## src/rtl/rr_arbiter_lock.sv

```systemverilog
// N-way round-robin arbiter with registered one-hot/encoded grant and per-requester
// bus locking, bounded by MAX_HOLD consecutive cycles so a locked owner cannot starve others.
module rr_arbiter_lock #(
    parameter int unsigned NUM_REQ  = 4,
    parameter int unsigned MAX_HOLD = 8,
    localparam int unsigned IDX_W   = $clog2(NUM_REQ)
) (
    input  logic               clk,
    input  logic               rst,
    input  logic [NUM_REQ-1:0] req,
    input  logic [NUM_REQ-1:0] lock,
    output logic [NUM_REQ-1:0] grant,
    output logic [IDX_W-1:0]   grant_idx,
    output logic               grant_valid,
    output logic [IDX_W-1:0]   last
);

    typedef enum logic [1:0] {
        StIdle,
        StGrant,
        StLocked
    } state_e;

    state_e             state_q, state_d;
    logic [NUM_REQ-1:0] grant_q, grant_d;
    logic [IDX_W-1:0]   grant_idx_q, grant_idx_d;
    logic               grant_valid_q, grant_valid_d;
    logic [IDX_W-1:0]   last_q, last_d;
    logic [7:0]         hold_q, hold_d;

    logic [IDX_W-1:0]   holder;
    logic [NUM_REQ-1:0] holder_oh;
    logic [NUM_REQ-1:0] arb_mask;
    logic [IDX_W-1:0]   winner;
    logic               keep;
    logic               holder_locked;

    // First asserted bit of mask searching last+1, last+2, ... and ending at ptr itself.
    function automatic logic [IDX_W-1:0] rr_pick(input logic [NUM_REQ-1:0] mask,
                                                 input logic [IDX_W-1:0]   ptr);
        logic [IDX_W-1:0] win;
        logic [IDX_W-1:0] cand;
        logic             found;
        int               idx;
        win   = ptr;
        found = 1'b0;
        for (int off = 1; off <= int'(NUM_REQ); off++) begin
            idx  = (int'(ptr) + off) % int'(NUM_REQ);
            cand = IDX_W'(idx);
            if (!found && mask[cand]) begin
                win   = cand;
                found = 1'b1;
            end
        end
        return win;
    endfunction

    always_comb begin
        holder            = grant_idx_q;
        holder_oh         = '0;
        holder_oh[holder] = 1'b1;
        holder_locked     = (state_q == StLocked) && req[holder] && lock[holder];
        keep              = 1'b0;
        arb_mask          = req;
        if (holder_locked) begin
            if (MAX_HOLD == 0 || int'(hold_q) < int'(MAX_HOLD) - 1) begin
                keep = 1'b1;
            end else if ((req & ~holder_oh) != '0) begin
                // Hold window expired: the owner steps aside if anyone else is waiting.
                arb_mask = req & ~holder_oh;
            end
        end
        winner = rr_pick(arb_mask, last_q);
    end

    always_comb begin
        state_d       = state_q;
        grant_d       = grant_q;
        grant_idx_d   = grant_idx_q;
        grant_valid_d = grant_valid_q;
        last_d        = last_q;
        hold_d        = hold_q;
        if (keep) begin
            hold_d = (hold_q == 8'hFF) ? hold_q : hold_q + 8'd1;
        end else if (arb_mask == '0) begin
            state_d       = StIdle;
            grant_d       = '0;
            grant_valid_d = 1'b0;
            hold_d        = 8'd0;
        end else begin
            grant_d         = '0;
            grant_d[winner] = 1'b1;
            grant_idx_d     = winner;
            grant_valid_d   = 1'b1;
            last_d          = winner;
            hold_d          = 8'd0;
            state_d         = lock[winner] ? StLocked : StGrant;
        end
    end

    always_ff @(posedge clk) begin
        if (rst) begin
            state_q       <= StIdle;
            grant_q       <= '0;
            grant_idx_q   <= '0;
            grant_valid_q <= 1'b0;
            last_q        <= IDX_W'(NUM_REQ - 1);
            hold_q        <= 8'd0;
        end else begin
            state_q       <= state_d;
            grant_q       <= grant_d;
            grant_idx_q   <= grant_idx_d;
            grant_valid_q <= grant_valid_d;
            last_q        <= last_d;
            hold_q        <= hold_d;
        end
    end

    assign grant       = grant_q;
    assign grant_idx   = grant_idx_q;
    assign grant_valid = grant_valid_q;
    assign last        = last_q;

endmodule
```

## config.mk

```make
export PLATFORM = sky130hd
export DESIGN_NAME = rr_arbiter_lock
export DESIGN_NICKNAME = d
export VERILOG_FILES = /design/src/rtl/rr_arbiter_lock.sv
export SDC_FILE = /design/constraint.sdc
export NUM_CORES = 1
export LEC_CHECK = 0
export CORE_MARGIN = 5
export CORE_UTILIZATION = 23
export CTS_CLUSTER_SIZE = 8
export DETAILED_ROUTE_END_ITERATION = 10
export PLACE_DENSITY = 0.39
export SYNTH_ARGS = -nofsm -noshare
export SYNTH_HDL_FRONTEND = slang
export SYNTH_SLANG_ARGS = --single-unit
```

## constraint.sdc

```tcl
create_clock -name clk -period 2.9 [get_ports clk]
set_input_delay 0.725 -clock clk [delete_from_list [all_inputs] [get_ports clk]]
set_output_delay 0.725 -clock clk [all_outputs]
set_load 0.01 [all_outputs]
```

; Word level (Yosys, flattened, before mapping)
; Cells that the tools add are included.
[word_totals]
reg_bits = 19
output_inout_bits = 9
[op_classes]
bitwise_logic = 4
n_eq_ne = 2
n_lt_le_gt_ge = 9
add_sub_neg = 5
muxes = 34
n_reduce_logical = 14
[op_table]
columns = op, n
row1 = $lt A2 B3 Y1 const B, 6
row2 = $mux W4, 4
row3 = $mux W1, 15
row4 = $bmux W1 S2, 7
row5 = $mux W2, 6
row6 = $add A8 B1 Y8 const B, 1
row7 = $eq A8 B8 Y1 const B, 1
row8 = $lt A8 B3 Y1 const B, 1
row9 = $logic_and A1 B1 Y1, 7
row10 = $add A2 B1 Y2 const B, 2
row11 = $add A2 B2 Y2 const B, 2
row12 = $and A4 B4 Y4, 1
row13 = $demux W1 S2, 2
row14 = $ge A2 B1 Y1 const B, 2
row15 = $logic_not A4 Y1, 1
row16 = $not A4 Y4, 1
row17 = $reduce_bool A4 Y1, 1
row18 = $logic_not A1 Y1, 3
row19 = $eq A2 B2 Y1 const B, 1
row20 = $not A1 Y1, 2
row21 = $reduce_and A2 Y1, 1
row22 = $reduce_or A2 Y1, 1

; Logic depth before layout (Yosys ltp)
[logic_depth]
ltp_word = 27
ltp_mapped = 9
ltp_nobuf = 8

; Worst setup path before layout
; OpenSTA, ideal clock, no wires.
[synth_timing]
path_kind = input to register
start = input req[3]
end = register state_q[0]
arrival_time_ps = 2605
setup_time_ps = 66
required_ps = 2834
path_stages = 8
setup_slack_ps = 228
path_cell_list = buf_6 > nor3_1 > or4b_1 > o31a_1 > a311oi_2 > o32ai_2 > a2111o_1 > a21oi_2
[synth_between]
elab_chain_cells = 21
[synth_rtl]
columns = element, line_no
row1 = from (decl), 10  ; input logic [NUM_REQ-1:0] req,
row2 = $and A4 B4 Y4 / $bmux W1 S2 (equally long branches), "68, 70, 62"
row3 = $reduce_bool A4 Y1 / $mux W1 (equally long branches), "68, 62"
row4 = $mux W4 / $logic_and A1 B1 Y1 (equally long branches), "68, 62"
row5 = $mux W4 / $logic_and A1 B1 Y1 (equally long branches), "66, 62"
row6 = $mux W4, 65  ; if (holder_locked) begin
row7 = $bmux W1 S2, 50  ; if (!found && mask[cand]) begin
row8 = $mux W1 (not written as such), 50
row9 = $mux W1, 50
row10 = [5 not listed], -
row11 = $mux W1, 50
row12 = $logic_not A1 Y1, 50
row13 = $logic_and A1 B1 Y1, 50
row14 = $mux W2, 50
row15 = $bmux W1 S2, 97  ; state_d = lock[winner] ? StLocked : StGrant;
row16 = $mux W1 (not written as such), 97
row17 = $mux W2, 97
row18 = $mux W2, 85  ; end else if (arb_mask == '0) begin
row19 = to (signal assigned), 103  ; state_q <= StIdle;
row20 = to (signal assigned), 110  ; state_q <= state_d;
row21 = to (decl), 24  ; state_e state_q, state_d;
; Several ways; a longest one is shown, not always the timed one. The select of a mux whose other input is x is not followed.
; A chain may end at the register's enable or synchronous reset.

; Final worst setup path
[layout_timing]
start = input lock[2]
end = register state_q[0]
[layout_between]
elab_chain_cells = 20
[layout_rtl]
columns = element, line_no
row1 = from (decl), 11  ; input logic [NUM_REQ-1:0] lock,
row2 = $bmux W1 S2, 62  ; holder_locked = (state_q == StLocked) && req[holder] && lock[holder];
row3 = $mux W1 (not written as such), 62
row4 = $logic_and A1 B1 Y1, 62
row5 = $mux W4, 65
row6 = $bmux W1 S2, 50
row7 = $mux W1 (not written as such), 50
row8 = $mux W1, 50
row9 = $logic_not A1 Y1, 50
row10 = [4 not listed], -
row11 = $mux W1, 50
row12 = $logic_not A1 Y1, 50
row13 = $logic_and A1 B1 Y1, 50
row14 = $mux W2, 50
row15 = $bmux W1 S2, 97
row16 = $mux W1 (not written as such), 97
row17 = $mux W2, 97
row18 = $mux W2, 85
; Several ways; a longest one is shown, not always the timed one. The select of a mux whose other input is x is not followed.

==> results_dict.tcl <==
set metrics [dict create \
    postSynthRegisterBits 19 \
    clk_pin_slew_worst_paths_ps 70 \
    num_cts_buffers 3 \
    critical_path.top_delay_family "simple AND/OR/NAND/NOR gates" \
    worst_skew_pair.late_latency_ps 250 \
    grt_util_all_layers 0.103 \
    setup_buffers_after_cts 0 \
    power_density_nw_per_um2 455 \
    worstSetupPathType "primary input to flip-flop" \
    switching_share 0.305 \
    power_switching_uw 220 \
    insertedDiodeCount 0 \
    cap_viol_max_count 0 \
    antenna_found_initial 0 \
    yosys.cell_count.top_type "sky130_fd_sc_hd__dfxtp_1" \
    power.leakage_uw 0.000628 \
    synth.area.top_cells "sky130_fd_sc_hd__dfxtp_1, sky130_fd_sc_hd__nor2_1, sky130_fd_sc_hd__nor3_1" \
    fraction_of_post_synthesis_cell_area_in_the_top_cell_type_by_area 0.342 \
    run_status "complete, no violations" \
    synthFlopType "sky130_fd_sc_hd__dfxtp_1" \
    utilization 0.339 \
    cts_htree_levels 1 \
    first_global_vias 1063 \
    syn_area_sq_um 1110 \
    syn_inst 125 \
    detail_route.drc_violations 0 \
    critical_path_startpoint_category "primary input" \
    area_growth_syn_to_layout_pct 43.1 \
    die_w_um 79.5 \
    postSynth.asyncResetShare 0 \
    power_report.internal_total_uw 503 \
    route.antenna.remaining_nets 0 \
    worstPathArrival_ps 2960 \
    critPathBufInv 1 \
    holdBufCountCts 0 \
    endpoint "state_q[0]" \
    yosysUniqueCellTypes 54 \
    maxClockFrequency_mhz 361 \
    place.gp.congestion 0.795 \
    routedWlPerCell_um 14.4 \
    seqPwrFrac 0.432 \
    first_pass_iters 4 \
    detailedPlace.worstSlack_ps -293 \
    core-area_sq_um 4690 \
    placement.io_buffers 18 \
    cts_tree "built" \
    die_area_sq_um 6320 \
    grt_start_max_net_pins 13 \
    report.final.setup_viol 0 \
    grt_first_pass_wirelength_um 5140 \
    maxSlewViolCount 0 \
    dpl.hpwl_um 2420 \
    first_iter_violations 53 \
    ys_top_cells_by_count "sky130_fd_sc_hd__dfxtp_1, sky130_fd_sc_hd__nor2_1, sky130_fd_sc_hd__nor3_1, sky130_fd_sc_hd__nand2_1, sky130_fd_sc_hd__inv_1" \
    per_instance_average_area_after_synthesis_sq_um 8.89 \
    synth_sequential_area_ratio 0.342 \
    final_routed_wirelength_um 3170 \
    power.clock.fraction 0.249 \
    timing.critical_path.slowest_cell_delay_ps 500 \
    cts_root_buffer "sky130_fd_sc_hd__clkbuf_8" \
    drive_gt1_frac 0.259 \
    final_critical_path_setup_slack_ps 129 \
    finalCritPeriodShare 0.955 \
    worst-endpoint-required_ps 3090 \
    ys.warnings.count 0 \
    ioPinCount 19 \
    routed-via-count 1107 \
    final_net_count 178 \
    crit_path_max_fanout 8 \
    clk_buf_depth 2 \
    globalRouteOverflowTotal 0 \
    critical_path.reg2reg.startpoint "hold_q[0]" \
    power.ir.vdd_worst_v 0.000181 \
    reg2reg_setup_slack_ps 430 \
    clock_sink_count 19 \
    comb_power_share 0.319 \
    synth_enable_flop_cells 0 \
    critPathCaptureType "flip-flop" \
    largest_clock_skew_in_the_final_design_ps 2.09 \
    start_point_of_the_critical_path "lock[2]" \
    fp-row-count 25 \
    crit_path_cell_trace "clkdlybuf4s50_1 -> nand4b_1 -> and4_4 -> or3_1 -> nor4_4 -> o32ai_2 -> a2111o_1 -> a21oi_2" \
    detail_route.vias_per_cell 5.03 \
    start_util 0.237 \
    slowest_stage "sky130_fd_sc_hd__clkdlybuf4s50_1" \
    worst-r2r-cell-count 9 \
    critical_path_depth 8 \
    finalHoldViolCount 0 \
    synthDominantAreaCellType "sky130_fd_sc_hd__dfxtp_1" \
    hold_path.class "flip-flop to flip-flop" \
    timing.rr.end "state_q[0]" \
    finalWorstPathRequiredPeriod_ps 2770 \
    die_height_um 79.5 \
]
## worst min-delay path by stage
stage | cells after the start | from | endpoint | slack [ps]
2_1_floorplan | 2 | grant[2] | grant[2] | 480
3_3_place_gp | 2 | grant[2] | grant[2] | 450
3_5_place_dp | 2 | grant[0] | grant[0] | 450
4_1_cts | 2 | grant[2] | grant[2] | 470
5_1_grt | 2 | grant[2] | grant[2] | 490
6_report | 2 | grant[2] | grant[2] | 460
## logic make-up after synthesis
group / count (synthesis) / synth area share
and+or+nand+nor: 58 / 0.296
other: 1 / 0.00338
xor gates and xnor gates: 1 / 0.00788
DFF: 19 / 0.342
adders and majority gates: 1 / 0.0113
muxes: 2 / 0.0180
buffers and inverters: 11 / 0.0698
AOI/OAI and AO/OA: 32 / 0.251
## power by group through the flow
stage / Clock [uW] / Sequential (uW) / Combinational [uW]
after global placement: 0 / 317 / 211
after CTS: 188 / 311 / 214
final: 180 / 313 / 230
after global routing: 199 / 318 / 250
after detailed placement: 0 / 317 / 211
after floorplan: 0 / 311 / 122
## state kept, by name, summed over array words and instances (netlist names)
register	count
grant	4
state_q	2
last	2
grant_valid	1
hold_q	8
grant_idx	2
## tightest hold or removal path, stage by stage, from the launching register on
cell and delay [ps]:
sky130_fd_sc_hd__dfxtp_1 320, sky130_fd_sc_hd__nand2_1 50, sky130_fd_sc_hd__o31ai_1 50
## layout by cell type (no fill, tap or decap), drive strengths merged, types with 2 or more instances in the layout
cell type / count
a211oi: 3
a21oi: 3
a32o: 2
and2: 4
buf: 22
clkbuf: 3
clkdlybuf4s50: 14
conb: 4
dfxtp: 19
dlymetal6s2s: 3
inv: 5
mux2i: 2
nand2: 8
nand2b: 3
nand4: 3
nand4b: 2
nor2: 13
nor2b: 3
nor3: 9
nor4: 3
o21bai: 2
o311ai: 2
o31a: 2
o31ai: 2
or3: 3
## area by class of cell
type	count	area, sq um
fillers	481	3100
multi-input cells	98	722
flip-flops and latches	19	380
repair buffers	40	355
well taps	54	67.6
clock buffers	3	41.3
inverters	5	18.8
clock inverters	1	5.00
## metrics by stage
step / setup TNS, ps / instances / hold slack (ps) / power [uW] / area (sq um)
after floorplan: 0 / 128 / 480 / 433 / 1120
after global placement: -1570 / 216 / 449 / 528 / 1480
after detailed placement: -1980 / 216 / 448 / 528 / 1480
after CTS: 0 / 220 / 466 / 713 / 1530
after global routing: -5.00 / 220 / 488 / 767 / 1590
final: 0 / 220 / 458 / 723 / 1590
## per-layer routing
layer / up-vias / global-route usage / routed length (um)
met5: - / 0 / 0
met4: 0 / 0.0155 / 12
met3: 2 / 0.0282 / 218
li1: 550 / - / -
met1: 524 / 0.125 / 1350
met2: 31 / 0.183 / 1580
## repair_timing
item                       CTS  global route
setup endpoints to repair    1             9
pin swaps                    0             4
gates resized for setup      2            16
No activity file was read; power rests on OpenSTA's default activity.
